--- src/rtl/prbs_pkg.sv ---
// Shared PRBS7 constants and checker state type for the pattern generator/checker pair.
package prbs_pkg;

  localparam int PRBS7_ORDER = 7;
  localparam int PRBS7_TAP_A = 6;
  localparam int PRBS7_TAP_B = 5;

  typedef enum logic {
    HUNT   = 1'b0,
    LOCKED = 1'b1
  } chk_state_e;

endpackage

--- src/rtl/prbs7_predictor.sv ---
// Seven-bit history register and next-bit predictor for the PRBS7 checker.
module prbs7_predictor
  import prbs_pkg::*;
(
  input  logic clk,
  input  logic reset,
  input  logic shift_en_i,
  input  logic flush_i,
  input  logic sel_pred_i,
  input  logic rx_bit_i,
  output logic predicted_o,
  output logic hist_nz_o
);

  logic [PRBS7_ORDER-1:0] hist_q, hist_d;
  logic                   shift_in;

  assign predicted_o = hist_q[PRBS7_TAP_A] ^ hist_q[PRBS7_TAP_B];
  assign hist_nz_o   = |hist_q;
  // Once locked, the local prediction is fed back so a corrupted bit never enters the history.
  assign shift_in    = sel_pred_i ? predicted_o : rx_bit_i;

  always_comb begin
    hist_d = hist_q;
    if (flush_i) begin
      hist_d = '0;
    end else if (shift_en_i) begin
      hist_d = {hist_q[PRBS7_ORDER-2:0], shift_in};
    end
  end

  always_ff @(posedge clk or posedge reset) begin
    if (reset) begin
      hist_q <= '0;
    end else begin
      hist_q <= hist_d;
    end
  end

endmodule

--- config.mk ---
export PLATFORM = sky130hd
export DESIGN_NAME = prbs7_predictor
export DESIGN_NICKNAME = d
export VERILOG_FILES = /design/src/rtl/prbs_pkg.sv /design/src/rtl/prbs7_predictor.sv
export SDC_FILE = /design/constraint.sdc
export NUM_CORES = 1
export LEC_CHECK = 0
export CORE_AREA = 2 2 39 41
export CTS_CLUSTER_DIAMETER = 40
export DETAILED_ROUTE_END_ITERATION = 8
export DIE_AREA = 0 0 41 43
export GPL_TIMING_DRIVEN = 0
export RECOVER_POWER = 25
export SLEW_MARGIN = 20
export SYNTH_ARGS = -nofsm -noshare
export SYNTH_HDL_FRONTEND = slang
export SYNTH_SLANG_ARGS = --single-unit
--- constraint.sdc ---
create_clock -name clk -period 1.4 [get_ports clk]
set_input_delay 0.28 -clock clk [delete_from_list [all_inputs] [get_ports clk]]
set_output_delay 0.28 -clock clk [all_outputs]
set_load 0.01 [all_outputs]
==> metrics.cfg <==
[outcome]
status=completed

[layout]
nets=47
instances_no_fill=56
largest_reg_flops=7
drive_gt1_frac=0.225
syn2layout_area_growth_pct=29.4
regMostFlops=hist_q
largestRegisters=hist_q x7
antenna_cells=0
final_area_sq_um=440

[global_route]
first_global_vias=237
grt_max_degree=10
globalRoute.totalOverflow=0
antenna_found_initial=0
grt_pass1_wl_um=938
track_usage=0.0820

[critical_path]
critPathArrivalTime_ns=1.11
cp-end-kind=output port
criticalPathCategory=flip-flop to output port
crit_fanout=2
cp.required_ns=1.12
crit_family=flip-flops
path_cells=nor4_2 -> nand2_1 -> buf_2
r2r_setup_slack_ns=0.40
path_buf_inv=1
cpMaxStageDelayCell=dfrtp_1
worst_setup_path_start_kind=flip-flop
max_stage_delay_ns=0.38

[clock_network]
clock_sinks=7
cts.htree.levels=1
clockBufferDepth=2
cts_hold_buf=0
cts_tree=yes
cts-root-buf=clkbuf_4
clk_pin_slew_worst_paths_ns=0.05
cts_buffers=3
clk_latency_ns=0.25

[drt]
drc=0
wirelength_um=567
dr.pass1.iters=1
vias_per_cell=4.21
wl_per_cell_um=10.1
vias=236
first_iter_violations=0
antenna_left=0

[sta]
worstMarginPinSlew_ns=0.271
drv_slew=0
hold_viol=0
period_minus_slack_ns=1.39
whs_ns=0.259
skew_ns=0.000932
setup_ws_ns=0.00529
fin_crit_sh=0.996
fmax_mhz=717
max_slew_margin=0.819
rsz0062_at_grt=yes
setup_viol=0

[flow_run]
maxCapViolCount=0

[synthesis]
synthTopCellsByArea=dfrtp_1, mux2i_1, nor2_1
synth-xor-area-share=0.0257
synth_fa_ha_area_frac=0
synth_top_family_by_area=simple AND/OR/NAND/NOR gates
synth_mux_area_frac=0.176
syn_avg_cell_area_sq_um=11.3
post_synth_and_or_nand_nor_area_fraction=0.188
ys_seq_area_frac=0.515
synth_cell_types=14
synth.largest_area_cell=dfrtp_1
syn-cell-area_sq_um=340
yosys_warnings=0
synth_top_area_share=0.515
synth.net_count=36
synth_cells=30
synth_compound_area_frac=0.0294
ys_seq_elements=7

[floorplan]
die_w_um=41
core_sq_um=1380
initial_core_util=0.246
pin_count=8
dieArea_sq_um=1760
num_rows=14
die_h_um=43

[worst_hold_path]
hp-class=primary input to flip-flop

[pwr]
peakVddDrop_mv=0.326
total_power_uw=425
power_per_cell_area_nw_per_um2=965
leakagePower_nw=0.233

[placed_design]
post-place-cells=51
gp_congestion=0.625
dp_slack_ns=-0.123
placed_area_sq_um=410
portBuffers=5

==> cells in the final DEF (no fill, tap or decap) <==
cell type	n
buf_6	1
dlygate4sd3_1	1
buf_4	2
clkbuf_2	1
mux2i_1	6
nor4_2	1
nand2_1	1
nor2b_1	1
nor2_1	6
buf_2	1
xor2_1	1
clkdlybuf4s50_1	2
and4bb_1	1
dfrtp_1	7
clkbuf_4	3
inv_1	1
nor3_1	1
clkbuf_1	1
a311o_1	1
nor3b_1	1
==> layer usage <==
metal / vias up / GRT usage / routed length (um)
li1: 121 / - / -
met2: 7 / 0.103 / 228
met3: 0 / 0.0314 / 51
met5: - / 0 / 0
met1: 108 / 0.109 / 287
met4: 0 / 0.0600 / 0
==> where the power goes <==
group | internal [mW] | leakage [nW] | switching, mW
Clock | 0.109 | 0.0150 | 0.0710
Sequential | 0.205 | 0.0973 | 0.00186
Combinational | 0.0213 | 0.120 | 0.0177
==> logic make-up (layout without fill, tap and decap cells) <==
kind of cell | count (synthesis) | count (layout)
AOI/OAI and AO/OA | 1 | 1
xor gates and xnor gates | 1 | 1
buffers and inverters | 3 | 13
DFF | 7 | 7
muxes | 6 | 6
and+or+nand+nor | 12 | 12
==> stage by stage <==
stage               TNS, ns  utilization
CTS                 -0.0140        0.322
floorplan                 0            -
finish                    0        0.318
global route        -0.0840        0.318
detailed placement   -0.144        0.297
global placement     -0.140        0.297
==> final timing paths <==
check                                       from                    end  cells after the start
setup / recovery           hist_q[3]$_DFFE_PP0P_              hist_nz_o                      3
hold / removal                           flush_i  hist_q[1]$_DFFE_PP0P_                      2
setup reg to reg           hist_q[6]$_DFFE_PP0P_  hist_q[0]$_DFFE_PP0P_                      2
hold reg to reg            hist_q[0]$_DFFE_PP0P_  hist_q[1]$_DFFE_PP0P_                      2
max in group asynchronous                  reset  hist_q[0]$_DFFE_PP0P_                      2
min in group asynchronous                  reset  hist_q[1]$_DFFE_PP0P_                      2
==> cell type report <==
type | count | area [sq um]
Fill cell | 156 | 943
Sequential cell | 7 | 175
Multi-Input combinational cell | 20 | 149
Timing Repair Buffer | 6 | 47.5
Clock buffer | 4 | 26.3
Tap cell | 16 | 20.0
Buffer | 2 | 18.8
Inverter | 1 | 3.75
==> Yosys cell counts <==
cell / n
buf_6: 1
a311o_1: 1
nor4_1: 1
nor2b_1: 1
inv_1: 1
buf_4: 1
nor2_1: 6
nor3_1: 1
dfrtp_1: 7
nand2_1: 1
xor2_1: 1
mux2i_1: 6
nor3b_1: 1
and4bb_1: 1
==> timing repair <==
action                     in CTS  in global routing
buffers inserted                1                  0
resized for setup               7                  1
pin swaps                       1                  0
setup endpoints to repair       2                  2
Note: power is estimated with default switching activity, not from simulation.
